==> src/rtl/dp_ram_port_arb_pkg.sv <==
// dp_ram_port_arb_pkg: FSM state encoding and op codes shared by the RAM port arbiter.
package dp_ram_port_arb_pkg;
   typedef enum logic [1:0] {ST_IDLE = 2'd0, ST_CMD = 2'd1, ST_RDCAP = 2'd2} state_t;
   localparam logic OP_WR = 1'b0;
   localparam logic OP_RD = 1'b1;
endpackage

==> src/rtl/dp_ram_port_arb_if.sv <==
// dp_ram_port_arb_if: requester command/return bus plus the shared RAM port.
interface dp_ram_port_arb_if #(
   parameter int NUM_REQ    = 2,
   parameter int DATA_WIDTH = 2,
   parameter int ADDR_WIDTH = 2
) ();
   logic [NUM_REQ-1:0]            req;
   logic [NUM_REQ-1:0]            req_wr_n;
   logic [NUM_REQ*ADDR_WIDTH-1:0] req_addr;
   logic [NUM_REQ*DATA_WIDTH-1:0] req_wdata;
   logic [NUM_REQ-1:0]            ack;
   logic [NUM_REQ-1:0]            rd_valid;
   logic [DATA_WIDTH-1:0]         rd_data;
   logic                          ram_we_n;
   logic                          ram_re;
   logic [ADDR_WIDTH-1:0]         ram_addr;
   logic [DATA_WIDTH-1:0]         ram_din;
   logic [DATA_WIDTH-1:0]         ram_dout;
   modport master (
      output req, req_wr_n, req_addr, req_wdata, ram_dout,
      input  ack, rd_valid, rd_data, ram_we_n, ram_re, ram_addr, ram_din
   );
   modport slave (
      input  req, req_wr_n, req_addr, req_wdata, ram_dout,
      output ack, rd_valid, rd_data, ram_we_n, ram_re, ram_addr, ram_din
   );
endinterface

==> src/rtl/dp_ram_port_arb_pick.sv <==
// ram_arb_pick: combinational winner select; ARB_ROUND_ROBIN_EN gives round-robin from ptr,
// otherwise fixed priority with the lowest index winning.
module ram_arb_pick #(
   parameter  int N  = 2,
   localparam int PW = $clog2(N)
) (
   input  logic [N-1:0]  req,
`ifdef ARB_ROUND_ROBIN_EN
   input  logic [PW-1:0] ptr,
`endif
   output logic [N-1:0]  gnt,
   output logic [PW-1:0] idx
);
   // Scanning from the far end lets the nearest requester overwrite idx last.
   always_comb begin
      idx = '0;
`ifdef ARB_ROUND_ROBIN_EN
      for (int k = N - 1; k >= 0; k--)
         if (req[(int'(ptr) + k) % N]) idx = PW'((int'(ptr) + k) % N);
`else
      for (int k = N - 1; k >= 0; k--)
         if (req[k]) idx = PW'(k);
`endif
      gnt = '0;
      if (|req) gnt[idx] = 1'b1;
   end
endmodule

==> src/rtl/dp_ram_port_arb.sv <==
// dp_ram_port_arb: serialises NUM_REQ requesters onto one registered-read RAM port.
// Define ARB_ROUND_ROBIN_EN for round-robin arbitration; default is fixed priority.
module dp_ram_port_arb import dp_ram_port_arb_pkg::*; #(
   parameter int NUM_REQ    = 2,
   parameter int DATA_WIDTH = 2,
   parameter int ADDR_WIDTH = 2
) (
   input logic              clk,
   input logic              rst_n,
   dp_ram_port_arb_if.slave bus
);
   localparam int PW = $clog2(NUM_REQ);
   state_t                state;
   logic                  op;
   logic [NUM_REQ-1:0]    gnt, sel, ack, rd_valid;
   logic [PW-1:0]         idx;
   logic [DATA_WIDTH-1:0] rd_data, ram_din;
   logic [ADDR_WIDTH-1:0] ram_addr;
   logic                  ram_we_n, ram_re;
`ifdef ARB_ROUND_ROBIN_EN
   logic [PW-1:0]         ptr;
   ram_arb_pick #(.N(NUM_REQ)) u_pick (.req(bus.req), .ptr(ptr), .gnt(gnt), .idx(idx));
   always_ff @(posedge clk or negedge rst_n)
      if (!rst_n) ptr <= '0;
      else if (state == ST_IDLE && |bus.req) ptr <= (int'(idx) == NUM_REQ - 1) ? '0 : idx + 1'b1;
`else
   ram_arb_pick #(.N(NUM_REQ)) u_pick (.req(bus.req), .gnt(gnt), .idx(idx));
`endif
   always_ff @(posedge clk or negedge rst_n) begin
      if (!rst_n) begin
         state    <= ST_IDLE;
         op       <= OP_WR;
         sel      <= '0;
         ack      <= '0;
         rd_valid <= '0;
         rd_data  <= '0;
         ram_we_n <= 1'b1;
         ram_re   <= 1'b0;
         ram_addr <= '0;
         ram_din  <= '0;
      end else begin
         ack      <= '0;
         rd_valid <= '0;
         case (state)
            ST_IDLE: if (|bus.req) begin
               sel      <= gnt;
               ack      <= gnt;
               op       <= bus.req_wr_n[idx];
               ram_addr <= bus.req_addr[int'(idx)*ADDR_WIDTH +: ADDR_WIDTH];
               ram_din  <= bus.req_wdata[int'(idx)*DATA_WIDTH +: DATA_WIDTH];
               ram_we_n <= bus.req_wr_n[idx];
               ram_re   <= bus.req_wr_n[idx] == OP_RD;
               state    <= ST_CMD;
            end
            ST_CMD: begin
               ram_we_n <= 1'b1;
               ram_re   <= 1'b0;
               state    <= (op == OP_RD) ? ST_RDCAP : ST_IDLE;
            end
            ST_RDCAP: begin
               rd_data  <= bus.ram_dout;
               rd_valid <= sel;
               state    <= ST_IDLE;
            end
            default: state <= ST_IDLE;
         endcase
      end
   end
   assign bus.ack      = ack;
   assign bus.rd_valid = rd_valid;
   assign bus.rd_data  = rd_data;
   assign bus.ram_we_n = ram_we_n;
   assign bus.ram_re   = ram_re;
   assign bus.ram_addr = ram_addr;
   assign bus.ram_din  = ram_din;
endmodule

==> src/flat_wrapper.sv <==
// flat-port wrapper written by rule: the top's interface ports become plain ports
module dp_ram_port_arb_flat import dp_ram_port_arb_pkg::*;
#(
   parameter int NUM_REQ    = 2,
   parameter int DATA_WIDTH = 2,
   parameter int ADDR_WIDTH = 2
)
  (clk, rst_n, bus_req, bus_req_wr_n, bus_req_addr, bus_req_wdata, bus_ram_dout, bus_ack, bus_rd_valid, bus_rd_data, bus_ram_we_n, bus_ram_re, bus_ram_addr, bus_ram_din);
  dp_ram_port_arb_if #(.NUM_REQ(NUM_REQ), .DATA_WIDTH(DATA_WIDTH), .ADDR_WIDTH(ADDR_WIDTH)) bus_i ();
  input logic clk;
  input logic rst_n;
  input wire logic [$bits(bus_i.req)-1:0] bus_req;
  input wire logic [$bits(bus_i.req_wr_n)-1:0] bus_req_wr_n;
  input wire logic [$bits(bus_i.req_addr)-1:0] bus_req_addr;
  input wire logic [$bits(bus_i.req_wdata)-1:0] bus_req_wdata;
  input wire logic [$bits(bus_i.ram_dout)-1:0] bus_ram_dout;
  output wire logic [$bits(bus_i.ack)-1:0] bus_ack;
  output wire logic [$bits(bus_i.rd_valid)-1:0] bus_rd_valid;
  output wire logic [$bits(bus_i.rd_data)-1:0] bus_rd_data;
  output wire logic [$bits(bus_i.ram_we_n)-1:0] bus_ram_we_n;
  output wire logic [$bits(bus_i.ram_re)-1:0] bus_ram_re;
  output wire logic [$bits(bus_i.ram_addr)-1:0] bus_ram_addr;
  output wire logic [$bits(bus_i.ram_din)-1:0] bus_ram_din;
  assign bus_i.req = bus_req;
  assign bus_i.req_wr_n = bus_req_wr_n;
  assign bus_i.req_addr = bus_req_addr;
  assign bus_i.req_wdata = bus_req_wdata;
  assign bus_i.ram_dout = bus_ram_dout;
  assign bus_ack = bus_i.ack;
  assign bus_rd_valid = bus_i.rd_valid;
  assign bus_rd_data = bus_i.rd_data;
  assign bus_ram_we_n = bus_i.ram_we_n;
  assign bus_ram_re = bus_i.ram_re;
  assign bus_ram_addr = bus_i.ram_addr;
  assign bus_ram_din = bus_i.ram_din;
  dp_ram_port_arb #(.NUM_REQ(NUM_REQ), .DATA_WIDTH(DATA_WIDTH), .ADDR_WIDTH(ADDR_WIDTH)) u_core (.clk(clk), .rst_n(rst_n), .bus(bus_i));
endmodule
==> config.mk <==
export PLATFORM = sky130hd
export DESIGN_NAME = dp_ram_port_arb_flat
export DESIGN_NICKNAME = d
export VERILOG_FILES = /design/src/rtl/dp_ram_port_arb_pkg.sv /design/src/rtl/dp_ram_port_arb_if.sv /design/src/rtl/dp_ram_port_arb_pick.sv /design/src/rtl/dp_ram_port_arb.sv /design/src/flat_wrapper.sv
export SDC_FILE = /design/constraint.sdc
export NUM_CORES = 1
export LEC_CHECK = 0
export CAP_MARGIN = 20
export CORE_UTILIZATION = 44
export DETAILED_ROUTE_END_ITERATION = 8
export GPL_ROUTABILITY_DRIVEN = 1
export PLACE_DENSITY = 0.88
export REMOVE_ABC_BUFFERS = 1
export SLEW_MARGIN = 20
export SYNTH_ARGS = -nofsm -noshare
export SYNTH_HDL_FRONTEND = slang
export SYNTH_SLANG_ARGS = --single-unit
==> constraint.sdc <==
create_clock -name clk -period 2 [get_ports clk]
set_clock_uncertainty 0.05 [all_clocks]
set_input_delay 0.4 -clock clk [delete_from_list [all_inputs] [get_ports clk]]
set_output_delay 0.4 -clock clk [all_outputs]
set_load 0.1 [all_outputs]
==> out/qor.txt <==
Clock tree root driver cell: clkbuf_4
Sum Neg Setup Slack: 0 ps
DR vias: 593
Syn avg cell area: 11.3 µm²
Largest net degree at the start of global routing: 18
Critical-path cell with the highest stage delay: dfstp_2
Hold crit path type: input pin to async pin
Final instance area: 1010 µm²
Distinct cell type count after synthesis: 23
CTS tree: built
DR pass1 iterations: 4
Sequential-to-total area share from yosys stat: 0.592
# IOs: 28
ANT nets after route: 0
Core ar.: 1520 µm²
Syn-to-layout area delta: 40.6%
Area after DPL: 987 µm²
Worst-path clk slew: 90 ps
Nets: 111
Post-Syn Area: 721 µm²
H-tree levels: 1
RSZ-0062 raised after global routing: no
Die Area: 1800 µm²
Most used DFF post-synth: dfrtp_1
Rel. slew slack: 0.727
#FFs+latches synth: 17
Tcrit/Tclk final: 0.741
Worst Path Required: 1550 ps
Die height: 42.5 µm
Vias in the first global route: 539
Worst-Margin Slew: 408 ps
CP Buf/Inv Count: 1
Starting Density: 0.473
Port Buffers: 27
Final worst slack: 517 ps
Vias per cell: 5.39
All-Layer GR Usage: 0.179
Fillers: 118
Final GP Congestion: 0.708
Clock Path Buffers: 2
Max_cap viols: 0
Total global routing overflow: 0
EDFF count, synth: 0
N_diodes: 0
First-pass GRT wire length: 2.33 mm
Crit path cell chain: buf_12
Crit start category: flop
Total Routed Length: 1.52 mm
Critical path's largest stage delay: 570 ps
Worst-skew pair later-pin latency: 290 ps
Delay-heaviest family, CP: flip-flops
Final setup vio count: 0
F_max: 0.675 GHz
Residual DRC: 0
Multi-input logic area: 262 µm²
Cts repair resizes: 0
Max Slew Vio Count: 0
Yosys Warn Count: 0
CTS buffer count: 3
Hold Vio Cnt, Final: 0
Site Rows: 14
Wire per inst: 13.8 µm
Die width: 42.5 µm
Status: finished, final reports clean
DRT iter0 DRCs: 13
Crit Path Max Fanout: 2
Detailed placer's ending HPWL: 1.15 mm
Critical path arrival: 1030 ps
Ratio of cells with drive above 1 in the final layout: 0.223
Initial antenna violation count: 0
Post-Synthesis Cells: 64
FF+latch area: 427 µm²
Crit path capture type: output pin
Tmin final: 1480 ps
CTS Sinks: 17
Ys async rst share: 1.00
CP Class: flop to output pin
Pre-CTS setup slack: 296 ps
Number of post-CTS setup repair buffers: 0
CTS hold repair buffers: 0
## placed cells by master (no fill, tap or decap), types with 2 or more instances in the layout
cell             count
inv_1                3
nand2b_1             3
a22oi_1              4
nand3b_1             2
o21ai_1              4
clkdlybuf4s50_1     15
nand2_1              2
o21ai_0              2
clkbuf_4             3
mux2_1               2
buf_4               13
nor2_1               6
nor2b_1              4
dfrtp_1             16
a31oi_1              4
## layout make-up
class,instances,share of cell area
Inverter,3,0.0111
Sequential cell,17,0.421
Clock buffer,4,0.0259
Multi-Input combinational cell,41,0.258
Tap cell,16,0.0198
Timing Repair Buffer,29,0.264
## final timing paths
kind / from / to / slack (ps) / depth (start not counted)
max reg2reg: u_core.state[0] / u_core.sel[0] / 680 / 3
min reg2reg: u_core.bus.rd_data[0] / u_core.bus.rd_data[0] / 450 / 1
max: u_core.bus.ram_we_n / bus_ram_we_n / 520 / 1
min: rst_n / u_core.bus.ram_din[1] / 380 / 2
min in group clk: u_core.bus.rd_data[0] / u_core.bus.rd_data[0] / 450 / 1
max in group asynchronous: rst_n / u_core.bus.ram_we_n / 1270 / 2
## state kept, by name, summed over array words and instances (netlist names)
signal               flops
u_core.bus.ack           2
u_core.bus.ram_addr      2
u_core.bus.ram_din       2
u_core.bus.rd_data       2
u_core.bus.rd_valid      2
u_core.sel               2
u_core.state             2
u_core.bus.ram_re        1
u_core.bus.ram_we_n      1
u_core.op                1
## cells by family (layout without fill, tap and decap cells)
| family | count (synthesis) | count (layout) | share of synthesized area |
|---|---|---|---|
| AO/OA/AOI/OAI | 18 | 18 | 0.158 |
| AND/OR/NAND/NOR | 21 | 21 | 0.174 |
| flip-flops | 17 | 17 | 0.592 |
| multiplexers | 2 | 2 | 0.0312 |
| buffers and inverters | 6 | 36 | 0.0451 |
## metrics by stage
stage / hold slack, ps / cells / util
3_5_place_dp: 429 / 106 / 0.648
5_1_grt: 388 / 110 / 0.665
4_1_cts: 379 / 110 / 0.665
2_1_floorplan: 54.4 / 61 / -
3_3_place_gp: 412 / 106 / 0.648
6_report: 381 / 110 / 0.665
## synthesized netlist by cell type, types with 2 or more instances
cell type,number,area [µm²]
o21ai_0,2,10.0
a31oi_1,4,25.0
nand2b_1,3,18.8
a22oi_1,4,30.0
nand2_1,2,7.51
nor2_1,6,22.5
nand3b_1,2,15.0
mux2_1,2,22.5
inv_1,3,11.3
o21ai_1,4,20.0
dfrtp_1,16,400
nor2b_1,4,25.0
buf_2,2,10.0
## per-layer routing
layer / track usage / wire length [µm] / vias to the layer above
met2: 0.283 / 775 / 22
li1: - / - / 282
met1: 0.217 / 634 / 285
met3: 0.0690 / 87 / 4
met5: 0 / 0 / -
met4: 0.0750 / 22 / 0
Power is not shown: default switching activity piles up to over one toggle a cycle in this logic, so the estimate is an artifact.
